## src/rtl/env_vca.sv

```systemverilog
// ADSR amplitude envelope with a one-cycle VCA stage that scales the oscillator
// sample by (env+1) and truncates back to the sample width.
module env_vca #(
    parameter int WAVE_BITS = 8,
    parameter int ENV_BITS  = 8,
    parameter int RATE_BITS = 8
) (
    input  logic                 clk,
    input  logic                 reset,
    input  logic                 enable,
    input  logic                 gate,
    input  logic [WAVE_BITS-1:0] wave_in,
    input  logic [RATE_BITS-1:0] attack_rate,
    input  logic [RATE_BITS-1:0] decay_rate,
    input  logic [RATE_BITS-1:0] release_rate,
    input  logic [ENV_BITS-1:0]  sustain_level,
    output logic [WAVE_BITS-1:0] wave_out,
    output logic [ENV_BITS-1:0]  env_out,
    output logic [2:0]           state_out
);

    typedef enum logic [2:0] {
        S_IDLE    = 3'd0,
        S_ATTACK  = 3'd1,
        S_DECAY   = 3'd2,
        S_SUSTAIN = 3'd3,
        S_RELEASE = 3'd4
    } state_t;

    localparam logic [ENV_BITS-1:0] ENV_MAX = '1;

    state_t               r_state;
    state_t               w_state_n;
    logic [ENV_BITS-1:0]  r_env;
    logic [ENV_BITS-1:0]  w_env_n;
    logic [RATE_BITS-1:0] r_presc;
    logic [RATE_BITS-1:0] w_presc_n;
    logic [RATE_BITS-1:0] w_rate;
    logic                 w_due;
    logic [WAVE_BITS-1:0] r_wave_p1;

    // Unsigned product kept one bit wider than needed, then truncated (no rounding).
    function automatic logic [WAVE_BITS-1:0] vca_scale(
        input logic [WAVE_BITS-1:0] w,
        input logic [ENV_BITS-1:0]  e
    );
        logic [ENV_BITS:0]          e1;
        logic [WAVE_BITS+ENV_BITS:0] prod;
        e1   = {1'b0, e} + (ENV_BITS+1)'(1);
        prod = {{(ENV_BITS+1){1'b0}}, w} * {{WAVE_BITS{1'b0}}, e1};
        return WAVE_BITS'(prod >> ENV_BITS);
    endfunction

    always_comb begin
        w_rate = '0;
        case (r_state)
            S_ATTACK:  w_rate = attack_rate;
            S_DECAY:   w_rate = decay_rate;
            S_RELEASE: w_rate = release_rate;
            default:   w_rate = '0;
        endcase
    end

    assign w_due = (r_presc >= w_rate);

    // Gate transitions first; level transitions and prescaler steps only otherwise.
    always_comb begin
        w_state_n = r_state;
        w_env_n   = r_env;
        w_presc_n = r_presc;
        case (r_state)
            S_IDLE: begin
                if (gate) begin
                    w_state_n = S_ATTACK;
                    w_presc_n = '0;
                end
            end
            S_ATTACK: begin
                if (!gate) begin
                    w_state_n = S_RELEASE;
                    w_presc_n = '0;
                end else if (r_env == ENV_MAX) begin
                    w_state_n = S_DECAY;
                    w_presc_n = '0;
                end else if (enable) begin
                    if (w_due) begin
                        w_env_n   = r_env + ENV_BITS'(1);
                        w_presc_n = '0;
                        if (r_env + ENV_BITS'(1) == ENV_MAX)
                            w_state_n = S_DECAY;
                    end else begin
                        w_presc_n = r_presc + RATE_BITS'(1);
                    end
                end
            end
            S_DECAY: begin
                if (!gate) begin
                    w_state_n = S_RELEASE;
                    w_presc_n = '0;
                end else if (r_env <= sustain_level) begin
                    w_state_n = S_SUSTAIN;
                    w_presc_n = '0;
                end else if (enable) begin
                    if (w_due) begin
                        w_env_n   = r_env - ENV_BITS'(1);
                        w_presc_n = '0;
                    end else begin
                        w_presc_n = r_presc + RATE_BITS'(1);
                    end
                end
            end
            S_SUSTAIN: begin
                if (!gate) begin
                    w_state_n = S_RELEASE;
                    w_presc_n = '0;
                end else if (sustain_level < r_env) begin
                    w_state_n = S_DECAY;
                    w_presc_n = '0;
                end
            end
            S_RELEASE: begin
                if (gate) begin
                    w_state_n = S_ATTACK;
                    w_presc_n = '0;
                end else if (r_env == '0) begin
                    w_state_n = S_IDLE;
                    w_presc_n = '0;
                end else if (enable) begin
                    if (w_due) begin
                        w_env_n   = r_env - ENV_BITS'(1);
                        w_presc_n = '0;
                        if (r_env == ENV_BITS'(1))
                            w_state_n = S_IDLE;
                    end else begin
                        w_presc_n = r_presc + RATE_BITS'(1);
                    end
                end
            end
            default: begin
                w_state_n = S_IDLE;
                w_env_n   = '0;
                w_presc_n = '0;
            end
        endcase
    end

    always_ff @(posedge clk) begin
        if (reset) begin
            r_state <= S_IDLE;
            r_env   <= '0;
            r_presc <= '0;
        end else begin
            r_state <= w_state_n;
            r_env   <= w_env_n;
            r_presc <= w_presc_n;
        end
    end

    // VCA stage: one register, uses the envelope level from before this edge.
    always_ff @(posedge clk) begin
        if (reset)
            r_wave_p1 <= '0;
        else
            r_wave_p1 <= vca_scale(wave_in, r_env);
    end

    assign wave_out  = r_wave_p1;
    assign env_out   = r_env;
    assign state_out = r_state;

endmodule

```

## config.mk

```make
export PLATFORM = sky130hd
export DESIGN_NAME = env_vca
export DESIGN_NICKNAME = d
export VERILOG_FILES = /design/src/rtl/env_vca.sv
export SDC_FILE = /design/constraint.sdc
export NUM_CORES = 1
export LEC_CHECK = 0
export ABC_AREA = 1
export ABC_CLOCK_PERIOD_IN_PS = 9900
export BUFFER_PORTS_ARGS = -buffer_cell sky130_fd_sc_hd__buf_2
export CORE_MARGIN = 4
export CORE_UTILIZATION = 42
export CTS_CLUSTER_SIZE = 12
export DETAILED_ROUTE_END_ITERATION = 8
export PLACE_DENSITY = 0.66
export SETUP_SLACK_MARGIN = 0.05
export SLEW_MARGIN = 20
export SYNTH_ARGS = -nofsm -noshare
export SYNTH_HDL_FRONTEND = slang
export SYNTH_SLANG_ARGS = --single-unit
```

## constraint.sdc

```tcl
create_clock -name clk -period 9.9 [get_ports clk]
set_input_delay 1.98 -clock clk [delete_from_list [all_inputs] [get_ports clk]]
set_output_delay 1.98 -clock clk [all_outputs]
set_load 0.02 [all_outputs]
```

* Word-level counts from Yosys, hierarchy flattened
Index checks and enable logic that the tools add are counted.
Storage, ports and cells: register bits 27, input bits 44, output and inout bits 19, logic and storage cells 83
Operators by class: equality and inequality tests 24, add/sub/neg operators 4, multipliers 1, bitwise logic cells 1, mux-type cells 40, reductions and logical operators 6, $lt $le $gt $ge 3
Operators by type and width (number):
- 2-to-1 mux 8 bit | 21
- 2-to-1 mux 3 bit | 15
- one-hot mux 8 bit (5 select lines) | 1
- one-hot mux 8 bit (4 select lines) | 1
- inequality test 4 bit, second input constant | 6
- one-hot mux 8 bit (3 select lines) | 1
- inequality test 2 bit, second input constant | 9
- AND reduction 9 bit | 2
- adder 8 x 1 -> 8 bit, second input constant | 2
- equality test 8 bit, second input constant | 2
- multiplier 8 x 9 -> 16 bit | 1
- one-hot mux 3 bit (5 select lines) | 1
- adder 8 x 1 -> 9 bit, second input constant | 1
- equality test 8 x 1 -> 1 bit, second input constant | 1
- greater-or-equal comparator 8 bit | 1
- <= comparator 8 bit | 1
- logical NOT 8 bit | 1
- less-than comparator 8 bit | 1
- subtractor 8 x 1 -> 8 bit, second input constant | 1
- equality test 3 x 2 -> 1 bit, second input constant | 2
- inequality test 3 bit, second input constant | 2
- equality test 3 x 1 -> 1 bit, second input constant | 1
- equality test 3 bit, second input constant | 1
- logical NOT 3 bit | 1
- 3 further kinds | 3

* Depth between registers and ports, before layout
Gate-level depths: netlist (run 1).
word-level depth 8, depth in mapped cells 24, depth with buffers taken out 24

* Worst setup path before layout (run 1)
Ideal clock, no wire load.
path type input -> register, from in wave_in[4], to reg r_wave_p1[7], in the netlist wave_out[7], path buffers 0, path slack 4.348 ns, library setup time 0.115 ns, data required time 9.785 ns, arrival 5.437 ns, stages on the path 15, cells stage by stage inv_1 nor2_1 fa_1 fa_1 fa_1 inv_1 fa_1 inv_1 ha_1 a21oi_1 o21ai_0 a211oi_1 nand3_1 nand2_1 nor2_1
Between the ends: cells in the longest elaborated chain, start to end 1
Ends and longest elaborated chain:
- start, declared | RTL line 12 | input logic [WAVE_BITS-1:0] wave_in,
- multiplier 8 x 9 -> 16 bit | RTL line 50 | prod = {{(ENV_BITS+1){1'b0}}, w} * {{WAVE_BITS{1'b0}}, e1};
- end signal, assigned | RTL line 164 | r_wave_p1 <= vca_scale(wave_in, r_env);
- end, declared | RTL line 40 | logic [WAVE_BITS-1:0] r_wave_p1;
Every way passes these cells. A chain may end at the register's enable or synchronous reset.

* Worst setup path in the final report (run 1)
Same ends and word-level chain as after synthesis.

==> results of run 1 <==
per-layer routing:
layer  GRT usage  vias to the layer above  wire length [um]
met2       0.354                      113              5530
met1       0.234                     1972              4780
met4      0.0431                        0                77
li1            -                     2170                 -
met3      0.0175                        8               615
met5           0                        -                 0
stage by stage:
stage,total power [mW],instance area [um2],worst slack (ns)
after CTS,1.01,4880,4.21
after global routing,1.14,4880,3.95
after floorplan,0.760,4400,4.35
after detailed placement,0.932,4830,3.93
after global placement,0.922,4830,4.02
final,1.01,4880,4.23
final cells by class:
class                      count  share of cell area
clock buffer                   3             0.00846
inverter                     120              0.0923
clock inverter                 1             0.00154
timing repair buffer          63              0.0651
tap                          136              0.0349
sequential                    27               0.111
multi-input combinational    496               0.687
tightest hold or removal path, cell delays in order, from the launching register on:
cell,delay [ns]
dfxtp_1,0.37
nand2_1,0.08
a21oi_1,0.05
synthesized netlist by cell type (3+ instances only):
library cell,number
nand4_1,8
nand2_2,3
nor2_2,4
nand3_1,39
nor2_1,106
a21oi_1,45
inv_1,114
ha_1,54
o21ai_0,13
buf_4,4
a22o_1,7
dfxtp_1,27
fa_1,40
nor3_1,6
inv_2,5
nor2_4,3
o21a_1,3
nor3b_1,4
xor2_1,7
nand2_1,135
a21o_1,3
state kept, by name, summed over array words and instances (netlist names):
signal,cells
r_presc,8
state_out,3
env_out,8
wave_out,8
worst max path at each step:
| stage | start | to | slack, ns | depth (start not counted) |
|---|---|---|---|---|
| 2_1_floorplan | wave_in[4] | wave_out[7]$_SDFF_PP0_ | 4.35 | 15 |
| 3_3_place_gp | wave_in[4] | wave_out[7]$_SDFF_PP0_ | 4.02 | 16 |
| 3_5_place_dp | wave_in[6] | wave_out[7]$_SDFF_PP0_ | 3.93 | 16 |
| 4_1_cts | wave_in[6] | wave_out[7]$_SDFF_PP0_ | 4.21 | 16 |
| 5_1_grt | wave_in[6] | wave_out[7]$_SDFF_PP0_ | 3.95 | 16 |
| 6_report | wave_in[4] | wave_out[7]$_SDFF_PP0_ | 4.23 | 16 |
kinds of logic (layout without fill, tap and decap cells):
kind of cell / Yosys count / count (layout) / share of synthesized area
and+or+nand+nor: 311 / 311 / 0.300
buffers and inverters: 129 / 187 / 0.116
adders and majority gates: 94 / 94 / 0.335
AOI/OAI and AO/OA: 82 / 82 / 0.108
DFF: 27 / 27 / 0.123
xor gates and xnor gates: 9 / 9 / 0.0179
where the power goes:
| group | leakage [nW] | internal (mW) | switching, mW |
|---|---|---|---|
| clock network | 0.0217 | 0.0289 | 0.0451 |
| registers | 0.220 | 0.131 | 0.0295 |
| logic | 2.42 | 0.274 | 0.498 |
==> results_dict.tcl, run 1 <==
set metrics [dict create \
    status "finished clean" \
    synth-main-ff-cell "dfxtp_1" \
    vias 4263 \
    yosys_warnings 0 \
    dp.cells 842 \
    clockRootBuffer "clkbuf_8" \
    ys_async_sr_fraction 0 \
    drv_slew 0 \
    rsz0062_at_grt "false" \
    layout_common_cells "nand2_1 (135), inv_1 (114), nor2_1 (106)" \
    synth.distinct_cells 37 \
    die_h_um 110 \
    hold_viol_final 0 \
    diodes 0 \
    regArea_um2 541 \
    fin_cells 846 \
    r2r_end "wave_out[7]$_SDFF_PP0_" \
    grt_pass1_wl_um 18400 \
    detailed_place_hpwl_um 9230 \
    ant_nets 0 \
    avgSynthCellArea_um2 6.75 \
    overflow 0 \
    pin_count 63 \
    post-route-util 0.475 \
    synth_area_leader_cell "fa_1" \
    tightest_slew_ns 0.631 \
    vias_per_cell 5.04 \
    cts_buffer_depth 2 \
    relSlewSlack 0.580 \
    synth_fp_nets 790 \
    min_period_ns 5.67 \
    groute.usage.overall 0.189 \
    hp-start "r_presc[1]$_SDFFE_PP0P_" \
    grt_max_degree 20 \
    path_class "primary input to flop" \
    holdPathStages 2 \
    worstPathCellList "buf_2, inv_1, nor2_1, fa_1, fa_1, fa_1, inv_1, fa_1, inv_1, ha_1, a21oi_1, o21ai_0, a211oi_1, nand3_1, nand2_1, nor2_1" \
    hp-class "flop to flop" \
    port_buffers 62 \
    start_util 0.428 \
    clk_latency_ns 0.29 \
    tns_ns 0 \
    cp-start-kind "primary input" \
    num_rows 37 \
    cts.sinks 27 \
    syn_to_final_growth_pct 10.9 \
    drc_errors 0 \
    holdWs_ns 0.541 \
    avgRoutedWirePerCell_um 13.0 \
    critical_path_arrival_ns 5.87 \
    antenna_found_initial 0 \
    core_area_mm2 0.0103 \
    die_x_um 110 \
    grt_pass1_vias 4043 \
    cts.htree.levels 1 \
    power.density_mw_per_mm2 206 \
    max_cap_viol_count 0 \
    synth_seq_area_share 0.123 \
    whs_endpoint "r_presc[1]$_SDFFE_PP0P_" \
    cp.buffers_inverters 4 \
    dr.pass1.iters 9 \
    synth_cells 652 \
    crit_top_cell "fa_1" \
    critPathSlowestCell "fa_1" \
    die-area_mm2 0.0122 \
    fin_nets 849 \
    fillers 1064 \
    fin_crit_sh 0.573 \
    rr_startpoint "env_out[0]$_SDFFE_PP0P_" \
    drive_above_1_share 0.123 \
    ys_ff_latch 27 \
    synth_top_area_frac 0.182 \
    clk_pin_slew_ns 0.12 \
    routed_wl_um 11000 \
    numCtsBuffers 3 \
    setup_viol 0 \
    drt_iter0_markers 246 \
    cts_tree "built" \
    regToRegSetupSlack_ns 4.33 \
    max_freq_mhz 176 \
    skew_ns 0.00169 \
    cp_top_family "adder cells" \
    synth-edff-count 0 \
    synthTopCellsByArea "fa_1 (18%), ha_1 (15%), dfxtp_1 (12%)" \
    post_cts_resized 0 \
    ir_worst_vdd_v 0.000128 \
    cpPeakStageDelay_ns 0.56 \
    cts_setup_buffers 0 \
    gp_congestion 0.870 \
    p_leak_nw 2.66 \
    crit_path_end_kind "flop" \
    multi_input_area_mm2 0.00335 \
    cp_max_fo 6 \
    cp.required_ns 10.11 \
    cts_hold_buf 0 \
    layout_commonest_cell "nand2_1" \
    r2r_cells 18 \
    syn_area_mm2 0.00440 \
]
No activity file was read; power rests on OpenSTA's default activity.
==> run 2, diff against run 1 <==
- ABC_CLOCK_PERIOD_IN_PS: 9900 -> 5100
- PLACE_DENSITY: 0.66 -> 0.68
- clock period: 9.9 -> 5.1 ns (I/O delays scaled with it)
==> run 2 against run 1 <==
Against the previous run:
- register-to-register slack got worse by 4.0 ns
- sequential power grew 90%
- final area increased by 2.5%
- clock-buffer cell count unchanged
- power grew 98%
- combinational power rose by 100%
- global-route usage up 0.78 points
- non-clock buffer count rose by 11
==> results_dict.tcl, run 2 (synthesized netlist as in run 1, its figures left out) <==
set metrics [dict create \
    dpl_cell_area_mm2 0.00491 \
    tns_ns 0 \
    cp.buffers_inverters 2 \
    layout_common_cells "nand2_1 (132), inv_1 (114), nor2_1 (102)" \
    vias 4404 \
    hp-class "flop to flop" \
    cts_setup_buffers 0 \
    drive_above_1_share 0.155 \
    regToRegSetupSlack_ns 0.33 \
    clk_pin_slew_ns 0.11 \
    holdPathStages 2 \
    cp_max_fo 9 \
    detailed_place_hpwl_um 9540 \
    port_buffers 62 \
    cp-start-kind "flop" \
    die_x_um 110 \
    setup_ws_ns 0.330 \
    die-area_mm2 0.0122 \
    r2r_end "wave_out[4]$_SDFF_PP0_" \
    tightest_slew_ns 0.655 \
    dr.pass1.iters 4 \
    critical_path_arrival_ns 4.96 \
    r2r_cells 20 \
    overflow 0 \
    diodes 0 \
    clk_latency_ns 0.30 \
    cts_hold_buf 0 \
    cp.required_ns 5.29 \
    drv_slew 0 \
    pin_count 63 \
    groute.usage.overall 0.197 \
    worstPathCellList "ha_1, nand2_1, nor2_2, nand2_1, nand2_1, nand2_2, nor2_2, fa_1, fa_1, fa_1, inv_1, fa_1, inv_1, ha_1, a21oi_1, o21ai_0, a221oi_1, nand2_1, nand2_1, nor2_1" \
    ant_nets 0 \
    netSwitchingPower_mw 1.13 \
    status "finished clean" \
    p_leak_nw 2.73 \
    drc_errors 0 \
    antenna_found_initial 0 \
    critPathSlowestCell "fa_1" \
    avgRoutedWirePerCell_um 13.3 \
    post-place-ws_ns 0.129 \
    syn_to_final_growth_pct 13.6 \
    ir_worst_vdd_v 0.000315 \
    fin_nets 860 \
    p_comb_frac 0.776 \
    cts.sinks 27 \
    layout_commonest_cell "nand2_1" \
    fin_cells 857 \
    die_h_um 110 \
    crit_top_cell "nand2_1" \
    gp_congestion 0.969 \
    grt_pass1_vias 4249 \
    clockRootBuffer "clkbuf_8" \
    rr_startpoint "env_out[1]$_SDFFE_PP0P_" \
    numCtsBuffers 3 \
    cp_top_family "adder cells" \
    dp.cells 853 \
    cts.htree.levels 1 \
    cpPeakStageDelay_ns 0.56 \
    max_cap_viol_count 0 \
    hp-start "r_presc[1]$_SDFFE_PP0P_" \
    vias_per_cell 5.14 \
    cts_tree "built" \
    intPower_mw 0.869 \
    clock_power_share 0.070 \
    path_class "flop to flop" \
    max_freq_mhz 210 \
    drt_iter0_markers 257 \
    grt_max_degree 20 \
    fin_crit_sh 0.935 \
    swShare 0.564 \
    whs_endpoint "r_presc[1]$_SDFFE_PP0P_" \
    rsz0062_at_grt "false" \
    pwr-share-seq 0.153 \
    routed_wl_um 11400 \
    setup_viol 0 \
    cts_buffer_depth 2 \
    power.density_mw_per_mm2 399 \
    grt_pass1_wl_um 19100 \
    hold_viol_final 0 \
    crit_path_end_kind "flop" \
    relSlewSlack 0.563 \
    core_area_mm2 0.0103 \
    start_util 0.428 \
    skew_ns 0.0113 \
    min_period_ns 4.77 \
    num_rows 37 \
    final_area_mm2 0.00500 \
]
## run 2: changes by cell type in the layout (fill, tap and decap cells not counted), sizes merged
cell / delta
buf: +11
## run 2: routing by layer
| layer | vias up | GRT usage | part of all wire |
|---|---|---|---|
| li1 | 2190 | - | - |
| met1 | 2062 | 0.240 | 0.42 |
| met2 | 126 | 0.352 | 0.50 |
| met3 | 26 | 0.0291 | 0.054 |
| met4 | 0 | 0.0704 | 0.029 |
| met5 | - | 0 | 0 |
## run 2: per-stage QoR
stage / hold WS (ns) / util / total power, mW
floorplan: 0.484 / - / 1.47
global placement: 0.526 / 0.478 / 1.82
detailed placement: 0.530 / 0.478 / 1.83
CTS: 0.549 / 0.483 / 1.99
global route: 0.592 / 0.487 / 2.26
finish: 0.546 / 0.487 / 1.99
## run 2: timing repair
item,4_1_cts,5_1_grt
hold endpoints to repair,0,0
gates resized for setup,0,16
setup endpoints to repair,0,6
## run 2: layout make-up
| type | instances | area, um2 |
|---|---|---|
| Fill cell | 1055 | 5280 |
| Multi-Input combinational cell | 496 | 3390 |
| Sequential cell | 27 | 547 |
| Inverter | 120 | 450 |
| Timing Repair Buffer | 74 | 400 |
| Tap cell | 136 | 170 |
| Clock buffer | 3 | 41.3 |
| Clock inverter | 1 | 7.51 |
## run 2: worst min-delay path: cells and delay by family (launching register included)
kind / cells / cell delay [ns]
simple gates: 1 / 0.08
compound gates: 1 / 0.05
flops: 1 / 0.37
## run 2: how the worst max path moves through the flow
| stage | slack [ns] | endpoint | start | cells after the start |
|---|---|---|---|---|
| 3_5_place_dp | 0.13 | wave_out[7]$_SDFF_PP0_ | wave_in[4] | 16 |
| 4_1_cts | 0.20 | wave_out[7]$_SDFF_PP0_ | env_out[1]$_SDFFE_PP0P_ | 19 |
| 6_report | 0.33 | wave_out[4]$_SDFF_PP0_ | env_out[1]$_SDFFE_PP0P_ | 20 |
| 3_3_place_gp | 0.16 | wave_out[7]$_SDFF_PP0_ | wave_in[4] | 16 |
| 2_1_floorplan | 0.40 | wave_out[7]$_SDFF_PP0_ | env_out[1]$_SDFFE_PP0P_ | 18 |
| 5_1_grt | 0.06 | wave_out[4]$_SDFF_PP0_ | env_out[1]$_SDFFE_PP0P_ | 21 |
## run 2: power by group through the flow
stage / Sequential (mW) / Clock [mW] / Combinational, mW
global route: 0.312 / 0.154 / 1.79
global placement: 0.306 / 0 / 1.51
CTS: 0.303 / 0.146 / 1.55
detailed placement: 0.307 / 0 / 1.52
finish: 0.306 / 0.140 / 1.55
floorplan: 0.338 / 0 / 1.14
